`config.mk`:
```
export PLATFORM = sky130hd
export DESIGN_NAME = matmul_sequencer
export DESIGN_NICKNAME = d
export VERILOG_FILES = /design/src/rtl/matmul_pkg.sv /design/src/rtl/matmul_sequencer_mac_unit.sv /design/src/rtl/matmul_sequencer.sv
export SDC_FILE = /design/constraint.sdc
export NUM_CORES = 1
export LEC_CHECK = 0
export CAP_MARGIN = 20
export CORE_ASPECT_RATIO = 1.4
export CORE_MARGIN = 2
export CORE_UTILIZATION = 35
export CTS_BUF_LIST = sky130_fd_sc_hd__clkbuf_8
export DETAILED_ROUTE_END_ITERATION = 8
export GPL_ROUTABILITY_DRIVEN = 0
export PLACE_DENSITY = 0.65
export SLEW_MARGIN = 20
export SYNTH_ARGS = -nofsm -noshare
export SYNTH_HDL_FRONTEND = slang
export SYNTH_SLANG_ARGS = --single-unit
```
`constraint.sdc`:
```
create_clock -name clk -period 13.1 [get_ports clk]
set_clock_uncertainty 0.2 [all_clocks]
set_input_delay 3.93 -clock clk [delete_from_list [all_inputs] [get_ports clk]]
set_output_delay 3.93 -clock clk [all_outputs]
set_load 0.005 [all_outputs]
```
`src/rtl/matmul_pkg.sv`:
```
// Shared constants and state encoding for the 3x3 matrix multiplier.
// Imported by the sequencer top.
package matmul_pkg;

    localparam int N             = 3;
    localparam int DW            = 8;
    localparam int RW            = 18;
    localparam int ELEMS         = 9;
    localparam int BYTES_PER_RES = 3;

    typedef enum logic [2:0] {
        S_IDLE,
        S_LOAD,
        S_COMPUTE,
        S_OUTPUT,
        S_FINISH
    } state_t;

    // Row-major flat index r*3 + c for the 3x3 arrays.
    function automatic logic [3:0] rc_idx(
        input logic [1:0] r,
        input logic [1:0] c
    );
        return {1'b0, r, 1'b0} + {2'b00, r} + {2'b00, c};
    endfunction

endpackage

```
`src/rtl/matmul_sequencer_mac_unit.sv`:
```
// Shared multiply-accumulate unit: DWxDW product into an RW-bit accumulator.
// acc_next exposes the sum being registered so a finished dot product can be stored the same cycle.
module mac_unit #(
    parameter int DW = 8,
    parameter int RW = 18
) (
    input  logic          clk,
    input  logic          reset,
    input  logic [DW-1:0] op_a,
    input  logic [DW-1:0] op_b,
    input  logic          clear_load,
    input  logic          acc_en,
    output logic [RW-1:0] acc,
    output logic [RW-1:0] acc_next
);

    logic [2*DW-1:0] prod;
    logic [RW-1:0]   acc_q;

    assign prod     = op_a * op_b;
    assign acc_next = clear_load ? RW'(prod) : acc_q + RW'(prod);
    assign acc      = acc_q;

    // Accumulator: first term of a dot product replaces, later terms add.
    always_ff @(posedge clk or negedge reset) begin
        if (!reset) begin
            acc_q <= '0;
        end else if (acc_en) begin
            acc_q <= acc_next;
        end
    end

endmodule

```
`src/rtl/matmul_sequencer.sv`:
```
// Job controller for the 3x3 multiplier: load, 27-cycle MAC sweep, byte-serial output.
// Results leave as 24-bit little-endian words over a valid/ready handshake.
module matmul_sequencer #(
    parameter int N  = 3,
    parameter int DW = 8,
    parameter int RW = 18
) (
    input  logic          clk,
    input  logic          reset,
    input  logic          start,
    output logic          load_en,
    input  logic          load_done,
    input  logic [DW-1:0] a_in [0:8],
    input  logic [DW-1:0] b_in [0:8],
    output logic [7:0]    out_data,
    output logic          out_valid,
    input  logic          out_ready,
    output logic          busy,
    output logic          done
);

    localparam logic [1:0] LAST_IDX  = 2'(N - 1);
    localparam logic [3:0] LAST_ELEM = 4'(matmul_pkg::ELEMS - 1);
    localparam logic [1:0] LAST_BYTE = 2'(matmul_pkg::BYTES_PER_RES - 1);

    matmul_pkg::state_t state_q, state_d;

    logic [1:0]    i_q, i_d;
    logic [1:0]    j_q, j_d;
    logic [1:0]    k_q, k_d;
    logic [3:0]    e_q, e_d;
    logic [1:0]    b_q, b_d;
    logic [RW-1:0] c_q [0:8];

    logic [3:0]    a_idx;
    logic [3:0]    b_idx;
    logic [3:0]    c_idx;
    logic [DW-1:0] op_a;
    logic [DW-1:0] op_b;
    logic          computing;
    logic          c_wr;
    logic          fire;
    logic [RW-1:0] acc;
    logic [RW-1:0] acc_next;
    logic [23:0]   res_w;
    logic [7:0]    byte_w;

    assign a_idx     = matmul_pkg::rc_idx(i_q, k_q);
    assign b_idx     = matmul_pkg::rc_idx(k_q, j_q);
    assign c_idx     = matmul_pkg::rc_idx(i_q, j_q);
    assign op_a      = a_in[a_idx];
    assign op_b      = b_in[b_idx];
    assign computing = (state_q == matmul_pkg::S_COMPUTE);
    assign c_wr      = computing && (k_q == LAST_IDX);

    mac_unit #(
        .DW(DW),
        .RW(RW)
    ) u_mac (
        .clk       (clk),
        .reset     (reset),
        .op_a      (op_a),
        .op_b      (op_b),
        .clear_load(k_q == 2'd0),
        .acc_en    (computing),
        .acc       (acc),
        .acc_next  (acc_next)
    );

    assign load_en   = (state_q == matmul_pkg::S_LOAD);
    assign out_valid = (state_q == matmul_pkg::S_OUTPUT);
    assign done      = (state_q == matmul_pkg::S_FINISH);
    assign busy      = load_en || computing || out_valid;
    assign fire      = out_valid && out_ready;

    assign res_w = 24'(c_q[e_q]);

    // Pick byte b of the current result, least significant first.
    always_comb begin
        byte_w = res_w[7:0];
        unique case (b_q)
            2'd1:    byte_w = res_w[15:8];
            2'd2:    byte_w = res_w[23:16];
            default: byte_w = res_w[7:0];
        endcase
    end

    assign out_data = out_valid ? byte_w : 8'h00;

    // State, loop counters and output cursor registers.
    always_ff @(posedge clk or negedge reset) begin
        if (!reset) begin
            state_q <= matmul_pkg::S_IDLE;
            i_q     <= '0;
            j_q     <= '0;
            k_q     <= '0;
            e_q     <= '0;
            b_q     <= '0;
        end else begin
            state_q <= state_d;
            i_q     <= i_d;
            j_q     <= j_d;
            k_q     <= k_d;
            e_q     <= e_d;
            b_q     <= b_d;
        end
    end

    // Result file: the completed dot product lands on the k=last cycle.
    always_ff @(posedge clk or negedge reset) begin
        if (!reset) begin
            for (int n = 0; n < 9; n++) begin
                c_q[n] <= '0;
            end
        end else if (c_wr) begin
            c_q[c_idx] <= acc_next;
        end
    end

    // Next-state and counter sequencing.
    always_comb begin
        state_d = state_q;
        i_d     = i_q;
        j_d     = j_q;
        k_d     = k_q;
        e_d     = e_q;
        b_d     = b_q;
        unique case (state_q)
            matmul_pkg::S_IDLE: begin
                if (start) begin
                    state_d = matmul_pkg::S_LOAD;
                end
            end
            matmul_pkg::S_LOAD: begin
                i_d = '0;
                j_d = '0;
                k_d = '0;
                if (load_done) begin
                    state_d = matmul_pkg::S_COMPUTE;
                end
            end
            matmul_pkg::S_COMPUTE: begin
                k_d = k_q + 2'd1;
                if (k_q == LAST_IDX) begin
                    k_d = '0;
                    j_d = j_q + 2'd1;
                    if (j_q == LAST_IDX) begin
                        j_d = '0;
                        i_d = i_q + 2'd1;
                        if (i_q == LAST_IDX) begin
                            i_d     = '0;
                            e_d     = '0;
                            b_d     = '0;
                            state_d = matmul_pkg::S_OUTPUT;
                        end
                    end
                end
            end
            matmul_pkg::S_OUTPUT: begin
                if (fire) begin
                    b_d = b_q + 2'd1;
                    if (b_q == LAST_BYTE) begin
                        b_d = '0;
                        e_d = e_q + 4'd1;
                        if (e_q == LAST_ELEM) begin
                            e_d     = '0;
                            state_d = matmul_pkg::S_FINISH;
                        end
                    end
                end
            end
            matmul_pkg::S_FINISH: begin
                state_d = matmul_pkg::S_FINISH;
            end
            default: begin
                state_d = matmul_pkg::S_IDLE;
            end
        endcase
    end

endmodule

```
==> metrics.cfg <==
[floorplanning]
rows = 84
die-area_um2 = 39600
start_util = 0.354
io_pins = 161
die_h_um = 235
die_w_um = 169
core_um2 = 37500

[setup_path]
critPathBufInv = 5
reg2reg_slack_ns = 3.22
r2r-start = k_q[1]
crit_start = a_in[36]
cp_max_fo = 9
critPathKind = input pin to flip-flop
arrival_ns = 11.53
crit_required_ns = 13.23
cpLargestDelayFamily = adder cells
crit_end = c_q[71]
cpPeakStageDelay_ns = 0.66
rr_endpoint = c_q[71]
cp_slowest_cell = a21oi_1
crit_path_start_kind = input pin
endpoint_kind = flip-flop
cp.depth = 26
rr_worst_depth = 30

[yosys]
syn_avg_cell_area_um2 = 9.86
synth.largest_area_cell = dfrtp_1
synth_top_cells_by_count = dfrtp_1 (195), nand2_1 (171), nor2_1 (169)
ys_seq_elements = 195
synth.cell_area_um2 = 13300
syn_nets = 1608
synth_most_common_cell = dfrtp_1
ys.flop_type = dfrtp_1
synth_edf_count = 0
synth_top_area_share = 0.367
yosys-top-cells-area = dfrtp_1 (37%), mux4_2 (12%), ha_1 (6.6%), fa_1 (6.2%), nand2_1 (4.8%)
synthArstFlopShare = 1.00
yosysWarningCount = 0
ys_seq_area_frac = 0.367
synth.distinct_cells = 65
synthCells = 1348

[route]
drc = 0
drt-initial-drc-count = 735
wl_um = 36300
wire_per_inst_um = 18.5
drt_first_pass_iters = 5
vias = 10600
drtAntennaViolNets = 0
viasPerCell = 5.40

[finish]
fillers = 3621
area_delta_synth_final_pct = 18.2
layout-drive-gt1-share = 0.130
regArea_um2 = 4880
multi_input_area_um2 = 7830
nets = 1734

[clock_network]
cts_setup_buffers = 0
cts_tree = done
cts_resized = 0
clock_latency_ns = 0.48
cts_buffers = 17
htree_levels = 4
postCtsHoldBufs = 0
clk_pin_slew_ns = 0.09
clock_tree.root_cell = clkbuf_8
cts_max_path_buffers = 2
cts.sinks = 195

[placement]
dp_hpwl_um = 26300
io_buffers = 160

[timing]
finalSetupTns_ns = 0
finalSetupViolations = 0
max_freq_ghz = 0.0877
finalCriticalPeriod_ns = 11.40
rsz0062_at_grt = false
slew_violations = 0
worstMarginPinSlew_ns = 1.18
final-hold-violation-count = 0
fin_crit_sh = 0.870
relSlewSlack = 0.191

[grt]
grt_pass1_wl_um = 57800
grt-ovfl-total = 0
grt_pass1_vias = 10900
antenna_found_initial = 1
grt_max_degree = 113
grt_usage = 0.186

[worst_hold_path]
hp-class = flip-flop to flip-flop

[run_status]
status = finished clean

[run]
cap_violations = 0

## logic make-up after synthesis
| family | synth area share |
|---|---|
| fa+ha+maj | 0.128 |
| mux | 0.177 |
| buf+inv | 0.0449 |
| simple gates | 0.140 |
| xor+xnor | 0.0177 |
| flops | 0.367 |
| compound gates | 0.125 |
## cells in the final DEF (no fill, tap or decap), types with 4 or more instances in the layout
cell type and count:
dfrtp_1 193, nand2_1 171, nor2_1 169, clkdlybuf4s50_1 159, a21oi_1 122, o21ai_0 107, inv_1 79, ha_1 69
mux4_2 68, mux2_2 50, fa_1 41, clkbuf_8 22, mux2i_1 20, xnor2_1 18, nand3_1 15, or2_2 13
buf_4 13, a21o_1 11, o21ai_1 9, and3_1 8, xor2_1 7, a31oi_1 7, o31ai_1 7, nand2b_1 6
a211oi_1 5, o211ai_1 5, o21bai_1 5, and2_1 5, a22oi_1 5, nor3_1 5, or3_1 5, nor2b_1 4
nand4_1 4, o22ai_1 4, mux2_1 4
## flip-flops by register name (all words and copies together) (netlist names)
name,cells
c_q,162
u_mac.acc,18
e_q,4
state_q,3
b_q,2
i_q,2
j_q,2
k_q,2
## worst min-delay path, stage by stage, from the launching register on
cell and delay (ns):
dfrtp_1 0.34, nand2_1 0.05, nand2_1 0.06
## metrics by stage
step | setup WS [ns] | hold slack, ns | cell area (µm²) | util | instances
2_1_floorplan | 2.74 | 0.241 | 13300 | - | 1348
3_3_place_gp | 1.30 | 0.255 | 15300 | 0.408 | 1928
3_5_place_dp | 1.28 | 0.260 | 15300 | 0.408 | 1928
4_1_cts | 1.76 | 0.283 | 15700 | 0.418 | 1960
5_1_grt | 1.31 | 0.313 | 15700 | 0.419 | 1961
6_report | 1.70 | 0.279 | 15700 | 0.419 | 1961
## how the worst min path moves through the flow
stage / start / cells after the start / slack, ns / to
2_1_floorplan: c_q[118] / 2 / 0.24 / c_q[118]
3_5_place_dp: c_q[122] / 2 / 0.26 / c_q[122]
5_1_grt: c_q[60] / 2 / 0.31 / c_q[60]
6_report: c_q[119] / 2 / 0.28 / c_q[119]
4_1_cts: c_q[122] / 2 / 0.28 / c_q[122]
3_3_place_gp: c_q[122] / 2 / 0.25 / c_q[122]
## cell type report
cell class                      instances  area share
Sequential cell                       195       0.311
Multi-Input combinational cell       1010       0.499
Clock inverter                         11     0.00701
Timing Repair Buffer                  174       0.109
Clock buffer                           21      0.0184
Antenna cell                            1    0.000159
Tap cell                              473      0.0377
Inverter                               76      0.0182
## per-layer routing
layer | wire, µm | global-route usage
met3 | 2030 | 0.0318
met1 | 14700 | 0.220
met5 | 0 | 0
met2 | 18300 | 0.336
met4 | 1180 | 0.0706
Power is not shown: default switching activity piles up to over one toggle a cycle in this logic, so the estimate is an artifact.
